### config.mk
export PLATFORM = sky130hd
export DESIGN_NAME = axis_pkt_fifo_flat
export DESIGN_NICKNAME = d
export VERILOG_FILES = /design/src/rtl/axis_pkt_fifo_if.sv /design/src/rtl/axis_pkt_fifo.sv /design/src/flat_wrapper.sv
export SDC_FILE = /design/constraint.sdc
export NUM_CORES = 1
export LEC_CHECK = 0
export ABC_CLOCK_PERIOD_IN_PS = 4900
export CORE_ASPECT_RATIO = 0.7
export CORE_MARGIN = 4
export CORE_UTILIZATION = 57
export DETAILED_ROUTE_END_ITERATION = 16
export MAX_ROUTING_LAYER = met4
export PLACE_DENSITY = 0.7
export SLEW_MARGIN = 30
export SYNTH_ARGS = -nofsm -noshare
export SYNTH_HDL_FRONTEND = slang
export SYNTH_SLANG_ARGS = --single-unit
### constraint.sdc
create_clock -name clk -period 4.9 [get_ports clk]
set_input_delay 0.98 -clock clk [delete_from_list [all_inputs] [get_ports clk]]
set_output_delay 0.98 -clock clk [all_outputs]
set_load 0.02 [all_outputs]
### src/rtl/axis_pkt_fifo_if.sv
// ---------------------------------------------------------------------------
// axis_pkt_fifo_if
// AXI-Stream bundle used on both sides of the packet FIFO.
//   TDATA  : flit payload
//   TVALID : producer has a flit
//   TREADY : consumer can take a flit
//   TLAST  : flit closes its packet
// Handshake: a flit moves on a rising edge where TVALID and TREADY are both 1.
// A producer holding TVALID keeps TDATA/TLAST stable until that edge.
// Modports: master drives the flit, slave drives TREADY.
// ---------------------------------------------------------------------------
interface axis_pkt_fifo_if #(
  parameter int DATA_WIDTH = 32
);
  logic [DATA_WIDTH-1:0] TDATA;
  logic                  TVALID;
  logic                  TREADY;
  logic                  TLAST;

  modport master (output TDATA, output TVALID, output TLAST, input TREADY);
  modport slave  (input TDATA, input TVALID, input TLAST, output TREADY);
endinterface

### src/rtl/axis_pkt_fifo.sv
// ---------------------------------------------------------------------------
// axis_pkt_fifo
// Store-and-forward AXI-Stream packet FIFO. A packet becomes visible on the
// output only once its TLAST flit is stored. A packet that cannot fit in the
// buffer is discarded whole and counted, so the FIFO never deadlocks.
//
// Ports
//   clk        : sole clock, rising edge
//   rst        : asynchronous, active-low reset
//   s          : input stream (slave modport)
//   o          : output stream (master modport)
//   drop       : one-cycle pulse after an oversize packet's last flit is discarded
//   drop_count : saturating count of discarded packets
//   dbg_state  : 1 while discarding an oversize packet
// ---------------------------------------------------------------------------
module axis_pkt_fifo #(
  parameter int DATA_WIDTH = 32,
  parameter int DEPTH_LOG2 = 5
) (
  input  logic                   clk,
  input  logic                   rst,
  axis_pkt_fifo_if.slave         s,
  axis_pkt_fifo_if.master        o,
  output logic                   drop,
  output logic [15:0]            drop_count,
  output logic                   dbg_state
);

  localparam int DEPTH = 1 << DEPTH_LOG2;
  localparam int PW    = DEPTH_LOG2 + 1;
  localparam logic [PW-1:0] DEPTH_P = PW'(DEPTH);
  localparam logic [PW-1:0] ONE_P   = PW'(1);

  typedef enum logic {PASS = 1'b0, DROP = 1'b1} state_t;

  // Each entry holds {TLAST, TDATA}.
  logic [DATA_WIDTH:0] mem [DEPTH];

  state_t          state_q, state_d;
  logic [PW-1:0]   wr_ptr, rd_ptr, commit_ptr, pkt_cnt, used;
  logic            full;
  logic            s_ready;
  logic            wr_en, rd_en;
  logic            drop_enter, drop_done;
  logic            out_last;
  logic            cnt_inc, cnt_dec;

  // The extra pointer MSB tells a full buffer from an empty one.
  assign used = wr_ptr - rd_ptr;
  assign full = (used == DEPTH_P);

  // Asynchronous read of the oldest stored flit.
  assign out_last = mem[rd_ptr[DEPTH_LOG2-1:0]][DATA_WIDTH];
  assign o.TDATA  = mem[rd_ptr[DEPTH_LOG2-1:0]][DATA_WIDTH-1:0];
  assign o.TLAST  = out_last;
  assign o.TVALID = (pkt_cnt != '0);
  assign rd_en    = o.TVALID && o.TREADY;

  assign dbg_state = (state_q == DROP);

  // Next state and input-side control. TREADY depends only on registered
  // state (and reset), never on the output side.
  always_comb begin
    state_d    = state_q;
    s_ready    = 1'b0;
    drop_enter = 1'b0;
    drop_done  = 1'b0;
    case (state_q)
      PASS: begin
        s_ready = !full;
        // Buffer full of a single incomplete packet: it can never be sent,
        // so rewind to the last packet boundary and discard the rest of it.
        if (full && (pkt_cnt == '0) && s.TVALID) begin
          state_d    = DROP;
          drop_enter = 1'b1;
        end
      end
      DROP: begin
        s_ready = 1'b1;
        if (s.TVALID && s.TLAST) begin
          state_d   = PASS;
          drop_done = 1'b1;
        end
      end
      default: state_d = PASS;
    endcase
  end

  assign s.TREADY = rst && s_ready;
  assign wr_en    = (state_q == PASS) && s.TVALID && s.TREADY;
  assign cnt_inc  = wr_en && s.TLAST;
  assign cnt_dec  = rd_en && out_last;

  always_ff @(posedge clk or negedge rst) begin
    if (!rst) begin
      state_q    <= PASS;
      wr_ptr     <= '0;
      rd_ptr     <= '0;
      commit_ptr <= '0;
      pkt_cnt    <= '0;
      drop       <= 1'b0;
      drop_count <= '0;
    end else begin
      state_q <= state_d;

      if (drop_enter) begin
        wr_ptr <= commit_ptr;
      end else if (wr_en) begin
        wr_ptr <= wr_ptr + ONE_P;
      end

      if (cnt_inc) begin
        commit_ptr <= wr_ptr + ONE_P;
      end

      if (rd_en) begin
        rd_ptr <= rd_ptr + ONE_P;
      end

      case ({cnt_inc, cnt_dec})
        2'b10:   pkt_cnt <= pkt_cnt + ONE_P;
        2'b01:   pkt_cnt <= pkt_cnt - ONE_P;
        default: pkt_cnt <= pkt_cnt;
      endcase

      drop <= drop_done;
      if (drop_done && (drop_count != 16'hFFFF)) begin
        drop_count <= drop_count + 16'd1;
      end
    end
  end

  // Storage is not reset; only the pointers define what is valid.
  always_ff @(posedge clk) begin
    if (wr_en) begin
      mem[wr_ptr[DEPTH_LOG2-1:0]] <= {s.TLAST, s.TDATA};
    end
  end

endmodule

### src/flat_wrapper.sv
// flat-port wrapper written by rule: the top's interface ports become plain ports
module axis_pkt_fifo_flat 
#(
  parameter int DATA_WIDTH = 32,
  parameter int DEPTH_LOG2 = 5
)
  (clk, rst, drop, drop_count, dbg_state, s_TDATA, s_TVALID, s_TLAST, s_TREADY, o_TDATA, o_TVALID, o_TLAST, o_TREADY);
  axis_pkt_fifo_if #(.DATA_WIDTH(DATA_WIDTH)) s_i ();
  axis_pkt_fifo_if #(.DATA_WIDTH(DATA_WIDTH)) o_i ();
  input  logic clk;
  input  logic rst;
  output logic drop;
  output logic [15:0] drop_count;
  output logic dbg_state;
  input wire logic [$bits(s_i.TDATA)-1:0] s_TDATA;
  input wire logic [$bits(s_i.TVALID)-1:0] s_TVALID;
  input wire logic [$bits(s_i.TLAST)-1:0] s_TLAST;
  output wire logic [$bits(s_i.TREADY)-1:0] s_TREADY;
  output wire logic [$bits(o_i.TDATA)-1:0] o_TDATA;
  output wire logic [$bits(o_i.TVALID)-1:0] o_TVALID;
  output wire logic [$bits(o_i.TLAST)-1:0] o_TLAST;
  input wire logic [$bits(o_i.TREADY)-1:0] o_TREADY;
  assign s_i.TDATA = s_TDATA;
  assign s_i.TVALID = s_TVALID;
  assign s_i.TLAST = s_TLAST;
  assign s_TREADY = s_i.TREADY;
  assign o_TDATA = o_i.TDATA;
  assign o_TVALID = o_i.TVALID;
  assign o_TLAST = o_i.TLAST;
  assign o_i.TREADY = o_TREADY;
  axis_pkt_fifo #(.DATA_WIDTH(DATA_WIDTH), .DEPTH_LOG2(DEPTH_LOG2)) u_core (.clk(clk), .rst(rst), .s(s_i), .o(o_i), .drop(drop), .drop_count(drop_count), .dbg_state(dbg_state));
endmodule
==> results.py <==
metrics = {
    "finish": {
        "area_growth_pct": 14.0,
        "num-nets-final": 2411,
        "fin_cells": 3419,
        "drive_gt1_share_pct": 19.0,
    },
    "sta": {
        "setup_viol": 0,
        "fin_setup_tns_ns": 0,
        "setup_ws_ns": 0.148,
        "period_share_pct": 97.0,
        "maxSlewViolCount": 0,
        "max-slew-margin-rel_pct": 43.0,
        "tightest_slew_ns": 0.854,
        "finClkSkew_ns": 0.0283,
        "rsz0062_at_grt": "no",
        "max_freq_ghz": 0.210,
        "final.min_clock_period_ns": 4.75,
        "hold_violations": 0,
    },
    "global_route": {
        "gr-total-overflow": 0,
        "grt_pass1_wl_mm": 149,
        "grt_max_degree": 91,
        "antenna_found_initial": 6,
        "track_usage_pct": 26.7,
        "grt_pass1_vias": 21900,
    },
    "critical_path": {
        "critPathMaxFanout": 28,
        "r2r_end": "u_core.pkt_cnt[5]",
        "arrival_ns": 3.77,
        "reg2reg_depth": 15,
        "r2r_start": "u_core.rd_ptr[2]",
        "crit_path_start": "u_core.rd_ptr[1]",
        "worst_setup_path_end_kind": "output pin",
        "r2r_setup_slack_ns": 0.86,
        "required_ns": 3.92,
        "cp-start-kind": "flop",
        "crit_end": "o_TDATA[18]",
        "worstSetupPathType": "reg -> out",
    },
    "placement": {
        "routabilityCongestion": 0.792,
        "dp.cells": 3227,
        "numPortBuffers": 89,
        "place_hpwl_mm": 56.0,
        "pre_cts_slack_ns": 0.737,
    },
    "logic_synthesis": {
        "yosys-top-cells-area": "edfxtp_1 (74%), mux2i_1 (7.9%), mux4_2 (6.7%)",
        "synthesis.nets": 2239,
        "yosysMostFrequentCell": "edfxtp_1",
        "yosysSeqAreaShare_pct": 76.6,
        "yosysUniqueCellTypes": 51,
        "synth_commonest_cells": "edfxtp_1 (1056), mux2i_1 (336), mux4_2 (128), nand2_1 (70), clkbuf_1 (64)",
        "synth_area_per_cell_um2": 19.6,
        "async_flop_share_pct": 3.83,
        "yosys.area.top_type_share_pct": 74.1,
        "ys_ff_latch": 1098,
        "ys_warn_count": 0,
        "synth_area_um2": 42800,
        "ys.flop_type": "edfxtp_1",
        "synth_edf_count": 1056,
        "yosys.area.top_type": "edfxtp_1",
        "synthCells": 2185,
    },
    "clock_tree": {
        "htree_num_levels": 3,
        "cts.sinks": 1098,
        "cts_tree": "yes",
        "clock_latency_ns": 0.67,
        "clock-root-buffer": "clkbuf_16",
        "cts_made_buffers": 100,
        "postCtsHoldBufs": 0,
        "cts.clk_slew.worst_paths_ns": 0.06,
        "clk_path_buf_depth": 3,
    },
    "pwr": {
        "switchingPower_mw": 8.69,
        "p_leak_nw": 16.5,
        "switching_share_pct": 31.9,
        "seq_power_share_pct": 40.1,
        "intPower_mw": 18.6,
        "ir_worst_vdd_mv": 0.446,
        "p_comb_share_pct": 32.3,
        "clockPowerShare_pct": 27.7,
        "finalPower_mw": 27.3,
        "power.density_nw_per_um2": 559,
    },
    "route": {
        "via_per_inst": 6.45,
        "firstDrtPassIters": 7,
        "vias": 22000,
        "ant_nets": 0,
        "drt-total-wl_mm": 103,
        "routed_wire_length_per_instance_um": 30.1,
        "drc": 0,
        "drtIter0Drc": 2685,
    },
    "floorplanning": {
        "initial_core_util_pct": 58.0,
        "coreArea_um2": 73800,
        "die-width_um": 336,
        "die_area_um2": 79600,
        "rows": 83,
        "io_pins": 90,
        "die_h_um": 237,
    },
    "run_status": {
        "status": "complete, no violations",
    },
    "min_path": {
        "holdCritPathClass": "in -> async",
    },
    "run": {
        "maxCapViolations": 0,
    },
}
[critical path, cell delays in order (launching register included)]
cell and delay (ns):
dfrtp_4 0.53, nor2_4 0.55, buf_4 0.54, a22oi_1 0.14
and3_1 0.19, a31oi_1 0.14, o221ai_1 0.32, clkdlybuf4s50_1 0.67
[registers in the layout, summed over array words and instances (netlist names)]
register           count
u_core.mem          1056
u_core.commit_ptr      6
u_core.drop_count     16
u_core.rd_ptr          6
u_core.dbg_state       1
u_core.pkt_cnt         6
u_core.drop            1
u_core.wr_ptr          6
[stage by stage]
stage	cell area [µm²]	hold slack, ns	utilization, %
3_5_place_dp	45700	0.465	61.9
5_1_grt	48800	0.437	66.1
2_1_floorplan	42800	0.443	-
3_3_place_gp	45700	0.464	61.9
4_1_cts	48900	0.394	66.2
6_report	48800	0.406	66.1
[worst min-delay path by stage]
stage | from | end | slack (ns) | depth (start not counted)
3_3_place_gp | u_core.commit_ptr[4] | u_core.commit_ptr[4] | 0.46 | 2
5_1_grt | rst | u_core.pkt_cnt[4] | 0.44 | 2
4_1_cts | rst | u_core.pkt_cnt[5] | 0.39 | 2
2_1_floorplan | u_core.pkt_cnt[5] | u_core.pkt_cnt[5] | 0.44 | 1
3_5_place_dp | u_core.pkt_cnt[5] | u_core.pkt_cnt[5] | 0.47 | 1
6_report | rst | u_core.pkt_cnt[4] | 0.41 | 2
[cell usage in the layout, fill, tap and decap left out, types with 17 or more instances in the layout]
cell,n
clkinv_1,26
buf_4,68
buf_2,33
xnor2_1,19
buf_12,26
dfrtp_1,40
clkinv_2,23
nand2_1,67
clkbuf_16,102
a31oi_1,32
a21oi_1,43
nor3_1,33
mux2i_1,336
a22o_1,58
clkdlybuf4s50_1,56
nor2_1,17
edfxtp_1,1056
mux4_2,128
a22oi_1,46
o221ai_1,32
nor2_4,36
[final cells by class]
type / count / area [µm²]
fillers: 4748 / 25100
inverters: 17 / 66.3
multi-input cells: 956 / 9760
flip-flops and latches: 1098 / 32800
clock buffers: 118 / 2640
repair buffers: 184 / 1780
clock inverters: 65 / 518
diodes: 4 / 10.0
well taps: 977 / 1220
[timing repair]
action / CTS / global route
cloned: 1 / 0
pin swaps: 1 / 1
resized for setup: 0 / 0
setup buffers: 0 / 4
setup endpoints to repair: 1 / 6
[per-layer routing]
| layer | wire length [µm] | up-vias | GRT usage, % |
|---|---|---|---|
| met4 | 3130 | 0 | 8.27 |
| met2 | 48300 | 1071 | 40.0 |
| li1 | - | 9273 | - |
| met3 | 9220 | 181 | 5.58 |
| met5 | 0 | - | - |
| met1 | 42200 | 11500 | 37.7 |
[cells by family after synthesis]
family,Yosys count,synth area share [%]
compound gates,236,4.14
buf+inv,132,1.30
simple gates,202,2.15
fa+ha+maj,17,0.515
mux,467,14.7
flops,1098,76.6
xor+xnor,33,0.675
[power groups by stage]
| stage | combinational, mW | clock [mW] | sequential, mW |
|---|---|---|---|
| after global placement | 8.54 | 0 | 11.1 |
| after detailed placement | 8.66 | 0 | 11.2 |
| after floorplan | 5.66 | 0 | 11.0 |
| after global routing | 9.29 | 8.08 | 11.0 |
| final | 8.79 | 7.54 | 10.9 |
| after CTS | 8.74 | 7.64 | 11.0 |
Power figures use the tool's default switching activity.
